### src/rtl/npc_pkg.sv
// Shared integer-core definitions: data width, register-file geometry and index type.
package npc_pkg;
  localparam int XLEN    = 32;
  localparam int REG_NUM = 32;
  localparam int REG_AW  = 5;

  typedef logic [REG_AW-1:0] reg_idx_t;
endpackage

### src/rtl/gpr_wb_scoreboard_rr_arbiter.sv
// Combinational round-robin arbiter: grants the first request at or after ptr_i, modulo N.
// Zero latency; the pointer register is owned by the instantiating block.
module rr_arbiter #(
  parameter int N  = 3,
  parameter int PW = (N > 1) ? $clog2(N) : 1
) (
  input  logic [N-1:0]  req_i,
  input  logic [PW-1:0] ptr_i,
  output logic [N-1:0]  gnt_o,
  output logic [PW-1:0] gnt_idx_o
);

  int   idx;
  logic found;

  always_comb begin
    gnt_o     = '0;
    gnt_idx_o = '0;
    found     = 1'b0;
    idx       = 0;
    for (int k = 0; k < N; k++) begin
      idx = int'(ptr_i) + k;
      if (idx >= N) idx = idx - N;
      if (!found && req_i[idx]) begin
        gnt_o[idx] = 1'b1;
        gnt_idx_o  = PW'(idx);
        found      = 1'b1;
      end
    end
  end

endmodule

### src/rtl/gpr_wb_scoreboard.sv
// GPR write-back arbiter plus busy scoreboard: one registered write per cycle (1-cycle latency).
// Requesters are held off via one-hot wb_ready; issue is held off via iss_ready on RAW/WAW hazards.
module gpr_wb_scoreboard
  import npc_pkg::*;
#(
  parameter int NUM_REQ = 3,
  parameter int XLEN    = npc_pkg::XLEN,
  parameter int CNT_W   = 32
) (
  input  logic                    clk,
  input  logic                    rstn,
  input  logic                    iss_valid,
  input  logic [4:0]              iss_rs1,
  input  logic [4:0]              iss_rs2,
  input  logic [4:0]              iss_rd,
  input  logic                    iss_use_rs1,
  input  logic                    iss_use_rs2,
  input  logic                    iss_rd_wen,
  output logic                    iss_ready,
  input  logic [NUM_REQ-1:0]      wb_valid,
  input  logic [NUM_REQ*5-1:0]    wb_rd,
  input  logic [NUM_REQ*XLEN-1:0] wb_data,
  output logic [NUM_REQ-1:0]      wb_ready,
  output logic                    gpr_wen,
  output logic [4:0]              gpr_waddr,
  output logic [XLEN-1:0]         gpr_wdata,
  output logic [31:0]             busy_vec,
  output logic                    err_unexp_wb,
  output logic [CNT_W-1:0]        stall_cnt
);

  localparam int PTR_W = (NUM_REQ > 1) ? $clog2(NUM_REQ) : 1;

  logic [PTR_W-1:0]   rr_ptr_q, rr_ptr_d;
  logic [NUM_REQ-1:0] gnt;
  logic [PTR_W-1:0]   gnt_idx;
  logic               gnt_vld;
  reg_idx_t           sel_rd;
  logic [XLEN-1:0]    sel_data;
  logic               wr_vld;
  logic               iss_fire;

  logic [REG_NUM-1:0] busy_q, busy_d;
  logic               wen_q, wen_d;
  reg_idx_t           waddr_q, waddr_d;
  logic [XLEN-1:0]    wdata_q, wdata_d;
  logic               err_q, err_d;
  logic [CNT_W-1:0]   stall_q, stall_d;

  rr_arbiter #(.N(NUM_REQ), .PW(PTR_W)) u_arb (
    .req_i     (wb_valid),
    .ptr_i     (rr_ptr_q),
    .gnt_o     (gnt),
    .gnt_idx_o (gnt_idx)
  );

  assign gnt_vld  = |gnt;
  assign wb_ready = gnt;
  assign sel_rd   = wb_rd[REG_AW*gnt_idx +: REG_AW];
  assign sel_data = wb_data[XLEN*gnt_idx +: XLEN];
  // Writes to x0 complete the handshake but never reach the register file.
  assign wr_vld   = gnt_vld && (sel_rd != '0);

  assign iss_ready = !(iss_use_rs1 && busy_q[iss_rs1]) &&
                     !(iss_use_rs2 && busy_q[iss_rs2]) &&
                     !(iss_rd_wen  && busy_q[iss_rd]);
  assign iss_fire  = iss_valid && iss_ready;

  always_comb begin
    busy_d   = busy_q;
    rr_ptr_d = rr_ptr_q;
    wen_d    = wr_vld;
    waddr_d  = waddr_q;
    wdata_d  = wdata_q;
    err_d    = err_q;
    stall_d  = stall_q;

    // Clear first so a same-edge issue to the same register keeps it busy.
    if (wen_q) busy_d[waddr_q] = 1'b0;
    if (iss_fire && iss_rd_wen && (iss_rd != '0)) busy_d[iss_rd] = 1'b1;
    busy_d[0] = 1'b0;

    if (gnt_vld) begin
      rr_ptr_d = (gnt_idx == PTR_W'(NUM_REQ-1)) ? '0 : gnt_idx + 1'b1;
    end

    if (wr_vld) begin
      waddr_d = sel_rd;
      wdata_d = sel_data;
      if (!busy_q[sel_rd]) err_d = 1'b1;
    end

    if (iss_valid && !iss_ready && (stall_q != '1)) stall_d = stall_q + 1'b1;
  end

  always_ff @(posedge clk or negedge rstn) begin
    if (!rstn) begin
      busy_q   <= '0;
      rr_ptr_q <= '0;
      wen_q    <= 1'b0;
      waddr_q  <= '0;
      wdata_q  <= '0;
      err_q    <= 1'b0;
      stall_q  <= '0;
    end else begin
      busy_q   <= busy_d;
      rr_ptr_q <= rr_ptr_d;
      wen_q    <= wen_d;
      waddr_q  <= waddr_d;
      wdata_q  <= wdata_d;
      err_q    <= err_d;
      stall_q  <= stall_d;
    end
  end

  assign gpr_wen      = wen_q;
  assign gpr_waddr    = waddr_q;
  assign gpr_wdata    = wdata_q;
  assign busy_vec     = busy_q;
  assign err_unexp_wb = err_q;
  assign stall_cnt    = stall_q;

endmodule
### config.mk
export PLATFORM = sky130hd
export DESIGN_NAME = gpr_wb_scoreboard
export DESIGN_NICKNAME = d
export VERILOG_FILES = /design/src/rtl/npc_pkg.sv /design/src/rtl/gpr_wb_scoreboard_rr_arbiter.sv /design/src/rtl/gpr_wb_scoreboard.sv
export SDC_FILE = /design/constraint.sdc
export NUM_CORES = 1
export LEC_CHECK = 0
export BUFFER_PORTS_ARGS = -buffer_cell sky130_fd_sc_hd__buf_2
export CAP_MARGIN = 40
export CORE_ASPECT_RATIO = 0.6
export CORE_MARGIN = 1
export CORE_UTILIZATION = 45
export DETAILED_ROUTE_END_ITERATION = 12
export GPL_ROUTABILITY_DRIVEN = 0
export GPL_TIMING_DRIVEN = 0
export PLACE_DENSITY = 0.85
export RECOVER_POWER = 25
export SLEW_MARGIN = 40
export SYNTH_ARGS = -nofsm -noshare
export SYNTH_HDL_FRONTEND = slang
export SYNTH_SLANG_ARGS = --single-unit
### constraint.sdc
create_clock -name clk -period 4.65 [get_ports clk]
set_clock_uncertainty 0.1 [all_clocks]
set_input_delay 0.2325 -clock clk [delete_from_list [all_inputs] [get_ports clk]]
set_output_delay 0.2325 -clock clk [all_outputs]
set_load 0.01 [all_outputs]
Yosys cells after proc, flatten, opt, wreduce, memory -nomap -nowiden
Cells that the tools add are included.
- register bits: 104
- logic and storage cells: 110
- output and inout bits: 107
- bits of input ports: 135
- magnitude comparators: 16
- muxes and demuxes: 41
- shift operators: 2
- bitwise gates (word level): 6
- add/subtract/negate cells: 7
- eq/ne operators: 2
- multiply operators: 1
- reduce and logical (&&, ||, !) cells: 28
- operators by type and width (kind ; number):
    2-to-1 mux 32 bit ; 5
    >= comparator 32 x 1 -> 1 bit, second input constant ; 3
    < comparator 32 x 4 -> 1 bit, second input constant ; 3
    variable part select 96 x 8 -> 32 bit ; 1
    >= comparator 32 x 3 -> 1 bit, second input constant ; 2
    subtractor 32 x 3 -> 32 bit, second input constant ; 2
    adder 32 x 1 -> 32 bit, second input constant ; 1
    AND 32 bit ; 1
    != test 32 bit, second input constant ; 1
    NOT 32 bit ; 1
    bitwise OR 32 bit ; 1
    < comparator 5 x 6 -> 1 bit, second input constant ; 5
    binary-select mux 1 bit (select 5 bit) ; 4
    logical AND 1 bit ; 18
    2-to-1 mux 1 bit ; 17
    variable part select 15 x 6 -> 5 bit ; 1
    demux 1 bit (select 5 bit) ; 2
    >= comparator 5 x 1 -> 1 bit, second input constant ; 2
    nonzero test 5 bit ; 2
    2-to-1 mux 3 bit ; 3
    2-to-1 mux 2 bit ; 4
    binary-select mux 1 bit (select 2 bit) ; 3
    demux 1 bit (select 2 bit) ; 3
    zero test 1 bit ; 6
    11 further kinds ; 12

Longest topological paths before layout
- word-level depth: 18
- gate-level depth with buffers: 17
- gate-level depth less buffers: 12

Cells and area by module
A second synthesis with hierarchy kept.
- cell total of the unflattened synthesis: 744
- area, all modules: 6760.2 µm²
- by module, submodules not included (module ; instances ; seq. area each (µm²) ; area each (µm²) ; cells each):
    gpr_wb_scoreboard ; 1 ; 2602.5 ; 6427.4 ; 692
    rr_arbiter ; 1 ; 0.0 ; 332.8 ; 52

Worst setup path after synthesis
Ideal clock, no wire load.
- path kind: reg-to-reg
- start: reg rr_ptr_q[0]
- end: reg err_q, in the netlist err_unexp_wb
- path buffers: 4
- data arrival time: 3.213 ns
- cell stages (with the launch flop): 17
- setup time: 0.126 ns
- path slack: 1.211 ns
- data required time: 4.424 ns
- clock period less this slack: 3.439 ns
- cell sequence: dfrtp_1 inv_1 ha_1 buf_2 mux2_2 mux2i_2 o31a_1 buf_2 nand2_2 buf_6 a31o_1 buf_4 mux2i_1 mux2_2 a22o_1 a21o_1 a221o_1
- cells in the longest elaborated chain, start to end: 18
- elaborated cells on any way between the ends: 58
- those cells by class: 5 x add/sub; 1 x mul; 9 x order compare; 1 x shift; 28 x mux; 3 x bitwise; 11 x reduce/logical
- RTL lines (element ; line ; source):
    start: declaration ; gpr_wb_scoreboard.sv:34 ; logic [PTR_W-1:0] rr_ptr_q, rr_ptr_d;
    start signal: assignment ; gpr_wb_scoreboard.sv:107 ; rr_ptr_q <= rr_ptr_d;
    parallel branches: the longest is 17 deep, another holds subtractor 32 x 3 -> 32 bit ; -- ;
    AND reduction 2 bit (no line) * ; -- ;
    end signal: assignment ; gpr_wb_scoreboard.sv:111 ; err_q <= err_d;
    end: declaration ; gpr_wb_scoreboard.sv:47 ; logic err_q, err_d;
Every way passes the cells marked *. The select of a mux whose other input is x is not followed.
A chain may end at the register's enable or synchronous reset.

Worst setup path after layout
- start: reg rr_ptr_q[0]
- end: reg waddr_q[3], in the netlist gpr_waddr[3]
- cells in the longest elaborated chain, start to end: 16
- elaborated cells on any way between the ends: 54
- those cells by class: 5 x add/sub; 1 x mul; 9 x order compare; 1 x shift; 26 x mux; 2 x bitwise; 10 x reduce/logical
- RTL lines (element ; line ; source):
    parallel branches: the longest is 16 deep, another holds subtractor 32 x 3 -> 32 bit ; -- ;
    end signal: assignment ; gpr_wb_scoreboard.sv:109 ; waddr_q <= waddr_d;
    end: declaration ; gpr_wb_scoreboard.sv:45 ; reg_idx_t waddr_q, waddr_d;
Parallel ways; which one is timed is not known. The select of a mux whose other input is x is not followed.

==> reports/metrics.yaml <==
layout:
  diodes: 0
  stdcell_area_sq_um: 8120
  layout-drive-gt1-share_pct: 33.7
  layout.nets: 1080
  syn2layout_area_growth_pct: 26.8
  final-instance-count-excl-fill: 1137
synth:
  async_reset_ff_share_pct: 100
  syn_area_sq_um: 6410
  ys.flop_type: "dfrtp_1"
  synth_top_area_share_pct: 40.6
  synthDistinctLibCells: 61
  seq_area_frac_synth_pct: 40.6
  yosysMostFrequentCell: "dfrtp_1"
  synth_warnings: 0
  ys_top_cells_by_area: "dfrtp_1, mux4_2, o21ai_0"
  synth_common_cells: "dfrtp_1, o21ai_0, nand2_1"
  synth_nets: 834
  synth_edf_count: 0
  syn_inst: 694
  synth_seq_cells: 104
  yosys.area.top_type: "dfrtp_1"
  avgSynthCellArea_sq_um: 9.23
critical_path:
  cp.arrival_ps: 4190
  cp_max_fo: 10
  r2r_cells: 15
  regToRegSetupSlack_ps: 590
  cp.required_ps: 4780
  critPathBufInv: 5
  r2r_start: "rr_ptr_q[0]"
  crit_chain: "inv_1, ha_1, clkbuf_1, nand3b_1, o21ai_1, o31a_1, buf_2, nand2_2, mux2i_1, a21oi_2, nor3_1, a21o_1, buf_2, buf_2, mux2_2"
  crit_slowest_cell: "dfrtp_1"
  crit_top_cell: "buf_2"
  start_kind: "register"
  path_delay_family: "buffers and inverters"
  r2r_end: "gpr_waddr[3]"
  critical_path_class: "reg2reg"
  cp-end-kind: "register"
  slowest_delay_ps: 400
floorplanning:
  core-area_sq_um: 13800
  ioPinCount: 242
  die-width_um: 156
  die_y_um: 94.4
  rows: 33
  die_area_sq_um: 14700
  start_util_pct: 46.5
clock_tree:
  cts_resized: 0
  clock-sinks: 104
  path_clk_slew_ps: 80
  tritoncts: "built"
  cts_setup_buffers: 0
  h-tree-depth: 3
  clock_latency_ps: 350
  clock_path_buffers: 2
  cts_root_buf: "clkbuf_16"
  cts_buffers: 9
placed_design:
  dp.cells: 1120
  hpwl_mm: 15.9
  dpl-instance-area_sq_um: 7850
  numPortBuffers: 233
grt:
  grt_overflow_total: 0
  grt_pass1_vias: 6294
  grt_usage_pct: 29.2
  grt_max_degree: 64
  grt_pass1_wl_mm: 33.0
  antenna_found_initial: 0
power_and_ir_drop:
  p_leak_nw: 3.85
  total_power_w: 0.00612
  power_density_nw_per_um2: 753
  peakVddDrop_v: 0.000302
outcome:
  outcome: "finished with violations"
  failed_checks: "capacitance limit, slew limit"
routing:
  routed_wl_mm: 21.1
  vias: 6776
  drtPass1Iterations: 5
  via_per_inst: 5.96
  postRouteAntennaNets: 0
  initialDrtViolationCount: 695
  wire_per_inst_um: 18.6
  drc: 0
sta:
  relSlewSlack_pct: -132
  rsz0062_at_grt: "no"
  fmax_mhz: 247
  timing.final.crit_share_pct: 87.2
  tightest_slew_ps: 3480
  slew_viol_final: 63
  final.setup.tns_ps: 0
  finalSetupViolations: 0
  finalHoldViolCount: 0
  period_needed_ps: 4060
  holdWs_ps: 66.4
min_path:
  holdPathEnd: "gpr_wdata[23]"
  hold_depth: 3
  min_from: "wb_data[87]"
  min_path_type: "in2reg"
flow_run:
  cap_violations: 1
-- metal layers --
metal	vias up	GRT usage (%)	wire [um]
met3	80	8.44	2390
li1	3016	-	-
met5	-	0	0
met1	3225	41.7	9220
met2	455	42.7	8940
met4	0	8.66	565
-- sequential cells by signal, summed over array words and instances (netlist names) --
name and flops:
gpr_waddr 5, rr_ptr_q 2, busy_vec 31, gpr_wen 1
err_unexp_wb 1, gpr_wdata 32, stall_cnt 32
-- area by class of cell --
type                            instances  area (sq um)
Timing Repair Buffer                  235          1190
Sequential cell                       104          2600
Fill cell                            1260          5670
Clock inverter                          7          55.1
Buffer                                 44           205
Multi-Input combinational cell        534          3560
Clock buffer                            9           225
Inverter                               12          45.0
Tap cell                              192           240
-- cells in the final DEF (no fill, tap or decap), types with 4 or more instances in the layout --
cell type and count:
mux2_2 8, nor2b_1 6, inv_1 12, a21oi_1 67, and3_1 6, mux2i_1 28, dfrtp_1 104, nand3_1 57
xnor2_1 23, nor3_1 4, or3_1 4, mux4_2 25, nand2_1 90, clkbuf_1 23, buf_2 246, xor2_1 8
o21ai_1 14, clkbuf_16 9, o21ai_0 93, nand4_1 5, a21o_1 7, clkinvlp_4 4, ha_1 5, nor2_1 19
or3b_2 6, buf_4 4, nand3b_1 11
-- worst max path at each step --
stage | startpoint | end | cells after the start
3_5_place_dp | rr_ptr_q[0] | gpr_waddr[3] | 15
4_1_cts | rr_ptr_q[0] | gpr_waddr[3] | 15
5_1_grt | rstn | busy_vec[8] | 2
6_report | rr_ptr_q[0] | gpr_waddr[3] | 15
3_3_place_gp | rr_ptr_q[0] | gpr_waddr[0] | 15
2_1_floorplan | rr_ptr_q[0] | err_unexp_wb | 16
-- cells by family after synthesis --
kind of cell | share of synthesized area [%]
compound gates | 18.3
xor+xnor | 4.24
fa+ha+maj | 0.976
buf+inv | 3.90
flops | 40.6
mux | 14.8
other cells | 0.0585
simple gates | 17.1
-- through the flow --
stage          utilization (%)  setup slack, ps
2_1_floorplan                -             1210
3_3_place_gp              56.7              859
3_5_place_dp              56.9              700
4_1_cts                   59.0              675
5_1_grt                   58.9              267
6_report                  58.9              595
-- power breakdown --
part           total, W  internal (W)  switching, W
sequential      0.00172       0.00127      0.000456
combinational   0.00367       0.00147       0.00219
clock          0.000730      0.000368      0.000362
-- repair_timing --
action | 4_1_cts | 5_1_grt
hold endpoints to repair | 62 | 0
hold buffers | 1 | 0
endpoints found under the setup margin | 0 | 0
-- tightest hold or removal path: stages --
cell and delay, ps:
buf_2 70, a21oi_1 50, o21ai_0 130
Power figures use the tool's default switching activity.
